`src/rtl/sipo_pkg.sv`:
```
// rtl/sipo_pkg.sv - shared frame sizing and reset constants for the SIPO deserializer (SIPO_PARITY_EN adds a parity bit)
package sipo_pkg;

`ifdef SIPO_PARITY_EN
  localparam int PARITY_BITS = 1;
`else
  localparam int PARITY_BITS = 0;
`endif

  localparam logic RST_VALID   = 1'b0;
  localparam logic RST_OVERRUN = 1'b0;
  localparam logic RST_PERR    = 1'b0;

  // Frame length in serial bits for a given data width.
  function automatic int frame_len(input int width);
    return width + PARITY_BITS;
  endfunction

  function automatic int cnt_width(input int frame);
    return (frame > 1) ? $clog2(frame) : 1;
  endfunction

endpackage

```
`src/rtl/sipo_rt_deserializer_if.sv`:
```
// rtl/sipo_rt_deserializer_if.sv - serial input and parallel valid/ready output bundle
interface sipo_rt_deserializer_if #(parameter int WIDTH = 4);
  logic             s_in;
  logic             s_valid;
  logic             clear;
  logic [WIDTH-1:0] p_data;
  logic             p_valid;
  logic             p_ready;
  logic             parity_err;
  logic             overrun;

  modport master (
    output s_in, s_valid, clear, p_ready,
    input  p_data, p_valid, parity_err, overrun
  );

  modport slave (
    input  s_in, s_valid, clear, p_ready,
    output p_data, p_valid, parity_err, overrun
  );
endinterface

```
`src/rtl/sipo_bit_counter.sv`:
```
// rtl/sipo_bit_counter.sv - mod-FRAME bit position counter with sync clear and last-bit flag
module sipo_bit_counter #(
  parameter int FRAME = 4,
  parameter int CW    = 2
) (
  input  logic          clk,
  input  logic          reset_n,
  input  logic          en,
  input  logic          clr,
  output logic [CW-1:0] count,
  output logic          last
);

  logic at_end;

  assign at_end = (count == CW'(FRAME - 1));
  assign last   = en & at_end;

  always_ff @(posedge clk or negedge reset_n) begin
    if (!reset_n) begin
      count <= '0;
    end else if (clr) begin
      count <= '0;
    end else if (en) begin
      count <= at_end ? '0 : count + 1'b1;
    end
  end

endmodule

```
`src/rtl/sipo_rt_deserializer.sv`:
```
// rtl/sipo_rt_deserializer.sv - LSB-first serial-to-parallel receiver with valid/ready output and sticky overrun
// Optional odd parity bit per frame when SIPO_PARITY_EN is defined.
module sipo_rt_deserializer
  import sipo_pkg::*;
#(
  parameter int WIDTH = 4
) (
  input  logic                 clk,
  input  logic                 reset_n,
  sipo_rt_deserializer_if.slave bus
);

  localparam int FRAME = frame_len(WIDTH);
  localparam int CW    = cnt_width(FRAME);

  logic [CW-1:0]    count;
  logic             last;
  logic             data_bit;
  logic             complete;
  logic [WIDTH-1:0] shreg;
  logic [WIDTH-1:0] word;
  logic [WIDTH-1:0] p_data_q;
  logic             p_valid_q;
  logic             overrun_q;

  sipo_bit_counter #(
    .FRAME (FRAME),
    .CW    (CW)
  ) u_bit_counter (
    .clk     (clk),
    .reset_n (reset_n),
    .en      (bus.s_valid),
    .clr     (bus.clear),
    .count   (count),
    .last    (last)
  );

  // The trailing parity bit, when present, never enters the shift register.
  assign data_bit = int'(count) < WIDTH;
  assign complete = last & ~bus.clear;

`ifdef SIPO_PARITY_EN
  logic perr_q;
  logic perr_next;

  assign word      = shreg;
  assign perr_next = ~(^shreg ^ bus.s_in);
`else
  assign word      = {bus.s_in, shreg[WIDTH-1:1]};
`endif

  always_ff @(posedge clk or negedge reset_n) begin
    if (!reset_n) begin
      shreg <= '0;
    end else if (bus.clear) begin
      shreg <= '0;
    end else if (bus.s_valid && data_bit) begin
      shreg <= {bus.s_in, shreg[WIDTH-1:1]};
    end
  end

  // A word completing while the consumer accepts the previous one replaces it directly.
  always_ff @(posedge clk or negedge reset_n) begin
    if (!reset_n) begin
      p_data_q  <= '0;
      p_valid_q <= RST_VALID;
      overrun_q <= RST_OVERRUN;
    end else if (bus.clear) begin
      p_valid_q <= 1'b0;
      overrun_q <= 1'b0;
    end else if (complete) begin
      if (!p_valid_q || bus.p_ready) begin
        p_data_q  <= word;
        p_valid_q <= 1'b1;
      end else begin
        overrun_q <= 1'b1;
      end
    end else if (p_valid_q && bus.p_ready) begin
      p_valid_q <= 1'b0;
    end
  end

`ifdef SIPO_PARITY_EN
  always_ff @(posedge clk or negedge reset_n) begin
    if (!reset_n) begin
      perr_q <= RST_PERR;
    end else if (!bus.clear && complete && (!p_valid_q || bus.p_ready)) begin
      perr_q <= perr_next;
    end
  end

  assign bus.parity_err = perr_q;
`else
  assign bus.parity_err = RST_PERR;
`endif

  assign bus.p_data  = p_data_q;
  assign bus.p_valid = p_valid_q;
  assign bus.overrun = overrun_q;

endmodule

```
`src/flat_wrapper.sv`:
```
// flat-port wrapper written by rule: the top's interface ports become plain ports
module sipo_rt_deserializer_flat import sipo_pkg::*;
#(
  parameter int WIDTH = 4
)
  (clk, reset_n, bus_s_in, bus_s_valid, bus_clear, bus_p_ready, bus_p_data, bus_p_valid, bus_parity_err, bus_overrun);
  sipo_rt_deserializer_if #(.WIDTH(WIDTH)) bus_i ();
  input  logic clk;
  input  logic reset_n;
  input wire logic [$bits(bus_i.s_in)-1:0] bus_s_in;
  input wire logic [$bits(bus_i.s_valid)-1:0] bus_s_valid;
  input wire logic [$bits(bus_i.clear)-1:0] bus_clear;
  input wire logic [$bits(bus_i.p_ready)-1:0] bus_p_ready;
  output wire logic [$bits(bus_i.p_data)-1:0] bus_p_data;
  output wire logic [$bits(bus_i.p_valid)-1:0] bus_p_valid;
  output wire logic [$bits(bus_i.parity_err)-1:0] bus_parity_err;
  output wire logic [$bits(bus_i.overrun)-1:0] bus_overrun;
  assign bus_i.s_in = bus_s_in;
  assign bus_i.s_valid = bus_s_valid;
  assign bus_i.clear = bus_clear;
  assign bus_i.p_ready = bus_p_ready;
  assign bus_p_data = bus_i.p_data;
  assign bus_p_valid = bus_i.p_valid;
  assign bus_parity_err = bus_i.parity_err;
  assign bus_overrun = bus_i.overrun;
  sipo_rt_deserializer #(.WIDTH(WIDTH)) u_core (.clk(clk), .reset_n(reset_n), .bus(bus_i));
endmodule
```
`config.mk`:
```
export PLATFORM = sky130hd
export DESIGN_NAME = sipo_rt_deserializer_flat
export DESIGN_NICKNAME = d
export VERILOG_FILES = /design/src/rtl/sipo_pkg.sv /design/src/rtl/sipo_rt_deserializer_if.sv /design/src/rtl/sipo_bit_counter.sv /design/src/rtl/sipo_rt_deserializer.sv /design/src/flat_wrapper.sv
export SDC_FILE = /design/constraint.sdc
export NUM_CORES = 1
export LEC_CHECK = 0
export BUFFER_PORTS_ARGS = -buffer_cell sky130_fd_sc_hd__buf_2
export CAP_MARGIN = 10
export CORE_AREA = 2 2 39 41
export CTS_BUF_LIST = sky130_fd_sc_hd__clkbuf_8
export DETAILED_ROUTE_END_ITERATION = 7
export DIE_AREA = 0 0 41 43
export REMOVE_ABC_BUFFERS = 1
export SKIP_CTS_REPAIR_TIMING = 1
export SLEW_MARGIN = 20
export SYNTH_ARGS = -nofsm -noshare
export SYNTH_HDL_FRONTEND = slang
export SYNTH_SLANG_ARGS = --single-unit
```
`constraint.sdc`:
```
create_clock -name clk -period 1.5 [get_ports clk]
set_input_delay 0.3 -clock clk [delete_from_list [all_inputs] [get_ports clk]]
set_output_delay 0.3 -clock clk [all_outputs]
set_load 0.1 [all_outputs]
```
### Yosys cells after proc, flatten, opt, wreduce, memory -nomap -nowiden

Cells that the tools add are included.

* RAM bits: 0
* output and inout port bits: 7
* bits in latches: 0
* register bits: 12
* logic and storage cells: 33
* memories: 0
* input bits: 6
* bits in read-only memories: 0

* bitwise gates (word level): 3
* order comparisons: 0
* divide/modulo/power cells: 0
* muxes and demuxes: 12
* equal/unequal tests: 3
* multipliers: 0
* shifts and indexed selects: 0
* add/sub/neg operators: 1
* reductions and logical operators: 9

Operator list (number)
* $mux W4: 2
* $mux W1: 7
* $mux W2: 3
* $reduce_and A2 Y1: 2
* $reduce_bool A2 Y1: 2
* $ne A3 B3 Y1 const B: 1
* $reduce_and A3 Y1: 1
* $reduce_bool A3 Y1: 1
* $add A2 B1 Y2 const B: 1
* $and A1 B1 Y1: 2
* $eq A2 B2 Y1 const B: 1
* $ne A2 B2 Y1 const B: 1
* $logic_and A1 B1 Y1: 1
* $logic_not A1 Y1: 1
* $logic_or A1 B1 Y1: 1
* $not A1 Y1: 1

### Longest topological paths before layout

* depth in word-level cells: 5
* gate-level depth with buffers: 4

### Cells and area by module

A second synthesis with hierarchy kept.

* cell total of the unflattened synthesis: 36
* area total of the unflattened synthesis: 478.0 um2

By module, submodules not included
* sipo_rt_deserializer: cells an instance 27, seq. area each 225.2 um2, instances 1, area each 371.6 um2
* sipo_bit_counter: cells an instance 9, seq. area each 50.0 um2, instances 1, area each 106.4 um2

### Least setup slack after synthesis

Ideal clock, no wire load.

* path type: flip-flop to flip-flop
* from: register u_core.p_valid_q, in the netlist u_core.bus.p_valid
* to: register u_core.p_data_q[0], in the netlist u_core.bus.p_data[0]
* path slack: -0.244 ns
* library setup time: 0.125 ns
* stages on the path, launching flop included: 4
* required time: 1.375 ns
* arrival time: 1.618 ns
* period minus slack after synthesis: 1.744 ns
* buffers on the path: 0
* path through: dfrtp_1 nor2b_2 nor3_4 mux2_2

* word-level cells in the longest chain between the ends: 3

RTL lines
* from (decl): line sipo_rt_deserializer.sv:23 `logic p_valid_q;`
* from (signal assigned): line sipo_rt_deserializer.sv:66 `p_valid_q <= RST_VALID;`
* from (signal assigned): line sipo_rt_deserializer.sv:69 `p_valid_q <= 1'b0;`
* from (signal assigned): line sipo_rt_deserializer.sv:74 `p_valid_q <= 1'b1;`
* $logic_not A1 Y1: line sipo_rt_deserializer.sv:72 `if (!p_valid_q || bus.p_ready) begin`
* $logic_or A1 B1 Y1: line sipo_rt_deserializer.sv:72
* $reduce_and A3 Y1 (no source line)
* to (signal assigned): line sipo_rt_deserializer.sv:73 `p_data_q <= word;`
* to (decl): line sipo_rt_deserializer.sv:22 `logic [WIDTH-1:0] p_data_q;`

Every way passes these cells.
A chain may end at the register's enable or synchronous reset.

### Worst setup path in the final report

* from: register u_core.u_bit_counter.count[0]
* to: register u_core.p_data_q[1], in the netlist u_core.bus.p_data[1]

* word-level cells in the longest chain between the ends: 4

RTL lines
* from (decl): line sipo_bit_counter.sv:10 `output logic [CW-1:0] count,`
* from (signal assigned): line sipo_bit_counter.sv:25 `count <= at_end ? '0 : count + 1'b1;`
* $eq A2 B2 Y1: line sipo_bit_counter.sv:16 `assign at_end = (count == CW'(FRAME - 1));`
* $and A1 B1 Y1: line sipo_bit_counter.sv:17 `assign last = en & at_end;`
* $and A1 B1 Y1: line sipo_rt_deserializer.sv:40 `assign complete = last & ~bus.clear;`
* $reduce_and A3 Y1 (no source line)

Every way passes these cells.

==> impl_metrics.csv <==
group,metric,value,unit
outcome,status,"completed",
critical_path,critical_path.max_fanout,4,
finish,final_cell_count_no_fill,67,
sta,finalCriticalPeriod,1.31,ns
sta,rsz0062_at_grt,"no",
finish,fillCellCount,147,
sta,post-route-period-util,87.6,%
finish,final_cell_area,593,um2
die,rows,14,
finish,seq_area,275,um2
global_routing,antenna_found_initial,0,
min_path,min_path_type,"in -> reg",
die,start_util,34.5,%
die,die-area,0.00176,mm2
drt,drt-initial-drc-count,5,
die,die_w,41,um
clock_tree,cts_tree,"yes",
die,io_pins,13,
synthesis,synth.distinct_cells,15,
synthesis,synth_mux_area_share,17.8,%
clock_tree,h-tree-depth,1,
power,power_density,1280,mW/mm2
synthesis,synth_warnings,0,
sta,slew_viol_final,0,
synthesis,seq_area_frac_synth,57.6,%
global_routing,grt_pass1_wl,1320,um
synthesis,syn_avg_cell_area,12.9,um2
clock_tree,clk_latency,0.24,ns
global_routing,grt_overflow,0,
synthesis,ys_seq_elements,11,
sta,setup_violations,0,
placed_design,dp.cells,62,
drt,vias_per_cell,4.55,
placed_design,placed_area,537,um2
finish,area_growth,24.1,%
synthesis,synth_top_family_by_area,"multiplexers",
critical_path,worstSetupStartpointType,"flop",
die,coreArea,0.00138,mm2
power,power_leakage,0.000315,uW
drt,vias,305,
sta,fmax,761,MHz
clock_tree,clk_pin_slew,0.05,ns
critical_path,crit_chain,"ha_1 -> nand2_2 -> nor3_4 -> mux2_2",
synthesis,netlist_instances,37,
sta,finalClockSkew,0.00146,ns
global_routing,grt_start_max_net_pins,12,
placed_design,gp_congestion,0.678,
drt,dr.pass1.iters,2,
sta,hold_violations,0,
drt,drt_wl_total,752,um
synthesis,yosys.area_share.simple,12.0,%
placed_design,portBuffers,11,
critical_path,critPathCaptureType,"flop",
sta,holdWs,0.315,ns
synthesis,synth_xor_xnor_area_share,1.83,%
finish,antennaDiodeCount,0,
drt,remaining_drc_errors,0,
synthesis,syn_area,478,um2
critical_path,critPathMaxStageDelay,0.36,ns
global_routing,grt_use_met2,14.1,%
finish,final_nets,59,
finish,drive_above_1_share,45.1,%
power,ir_drop,0.000852,V
clock_tree,clkSinkCount,11,
clock_tree,cts_buffers,3,
critical_path,arrival,1.44,ns
die,die_y,43,um
synthesis,synth_compound_area_share,2.36,%
placed_design,hpwl,557,um
global_routing,busiest_layer,"met1",
critical_path,worstReg2RegStart,"u_core.u_bit_counter.count[0]$_DFFE_PN0P_",
global_routing,grt_usage,12.3,%
job,drv_cap,0,
critical_path,setup.worst_path.class,"reg -> reg",
global_routing,globalRouteMet3Util,9.42,%
min_path,hp-start,"bus_s_in",
global_routing,met1_usage,15.5,%
critical_path,crit_path_start,"u_core.u_bit_counter.count[0]$_DFFE_PN0P_",
clock_tree,cts_root_buf,"clkbuf_8",
drt,drtAntennaViolNets,0,
critical_path,critPathRequiredTime,1.62,ns
synthesis,synth_adder_area_share,2.62,%
finish,utilization,42.9,%
clock_tree,ctsLongestPathBuffers,2,
global_routing,grt_pass1_vias,299,
drt,wl_per_cell,11.2,um
finish,multiInputGateArea,179,um2
critical_path,cp_slowest_cell,"dfrtp_1",
==> Yosys cell counts <==
cell type	instances	area share [%]
mux2_2	4	9.4
nand2_2	1	1.3
ha_1	1	2.6
nor2_1	7	5.5
xnor2_1	1	1.8
a21oi_1	1	1.0
nor2b_2	1	1.8
conb_1	1	0.78
buf_4	1	1.6
buf_2	1	1.0
mux2i_1	4	8.4
a31oi_1	1	1.3
dfrtp_1	11	58
buf_6	1	2.4
nor3_4	1	3.4
==> power breakdown <==
part / switching [uW] / total, uW / internal, uW
Clock: 113 / 296 / 183
Sequential: 8.72 / 323 / 314
Combinational: 109 / 142 / 32.5
Total: 231 / 760 / 529
==> final cells by class <==
cell class | count | area share, %
multi-input combinational | 23 | 30.2
timing repair buffer | 13 | 12.2
sequential | 11 | 46.4
tap | 16 | 3.38
clock buffer | 3 | 6.96
clock inverter | 1 | 0.844
==> cell usage in the layout, fill, tap and decap left out, drive strengths merged <==
| cell type | synthesis | routed |
|---|---|---|
| nor2b | 1 | 1 |
| a21oi | 1 | 1 |
| buf | 3 | 12 |
| ha | 1 | 1 |
| nor3 | 1 | 1 |
| clkbuf | 0 | 3 |
| dfrtp | 11 | 11 |
| nor2 | 7 | 7 |
| nand2 | 1 | 1 |
| clkinv | 0 | 1 |
| conb | 1 | 1 |
| xnor2 | 1 | 1 |
| dlygate4sd3 | 0 | 1 |
| mux2i | 4 | 4 |
| mux2 | 4 | 4 |
| a31oi | 1 | 1 |
==> sequential cells by signal (all words and copies together) (netlist names) <==
name / cells
u_core.bus.overrun: 1
u_core.bus.p_data: 4
u_core.bus.p_valid: 1
u_core.shreg: 3
u_core.u_bit_counter.count: 2
==> worst paths after layout <==
path	end	slack, ns	cells past startpoint
worst max-delay path	u_core.bus.p_data[1]$_DFFE_PN0P_	0.19	4
worst min-delay path	u_core.bus.p_data[3]$_DFFE_PN0P_	0.32	2
worst max register to register	u_core.bus.p_data[1]$_DFFE_PN0P_	0.19	4
worst min register to register	u_core.bus.overrun$_DFFE_PN0P_	0.49	2
max in group asynchronous	u_core.bus.p_valid$_DFFE_PN0P_	0.84	2
min in group asynchronous	u_core.u_bit_counter.count[0]$_DFFE_PN0P_	0.46	2
==> kinds of logic (layout without fill, tap and decap cells) <==
kind of cell	after synthesis	in the layout
DFF	11	11
and+or+nand+nor	10	10
muxes	8	8
buffers and inverters	3	17
AOI/OAI and AO/OA	2	2
adders and majority gates	1	1
other	1	1
xor gates and xnor gates	1	1
==> per-stage QoR <==
step	setup slack, ns	TNS (ns)	power (uW)
2_1_floorplan	-0.244	-1.01	432
3_3_place_gp	0.204	0	469
3_5_place_dp	0.189	0	470
4_1_cts	0.180	0	773
5_1_grt	0.138	0	807
6_report	0.186	0	760
==> critical path: cells and delay by family, from the launching register on <==
kind / cells / cell delay (ns)
AND/OR/NAND/NOR: 2 / 0.27
multiplexers: 1 / 0.36
adder cells (fa/ha/maj): 1 / 0.21
flip-flops: 1 / 0.36
==> metal layers <==
layer | vias to the layer above | share of wire (%)
li1 | 148 | -
met4 | 0 | 1.7
met2 | 15 | 40
met3 | 2 | 10
met5 | - | 0
met1 | 140 | 48
Power figures use the tool's default switching activity.
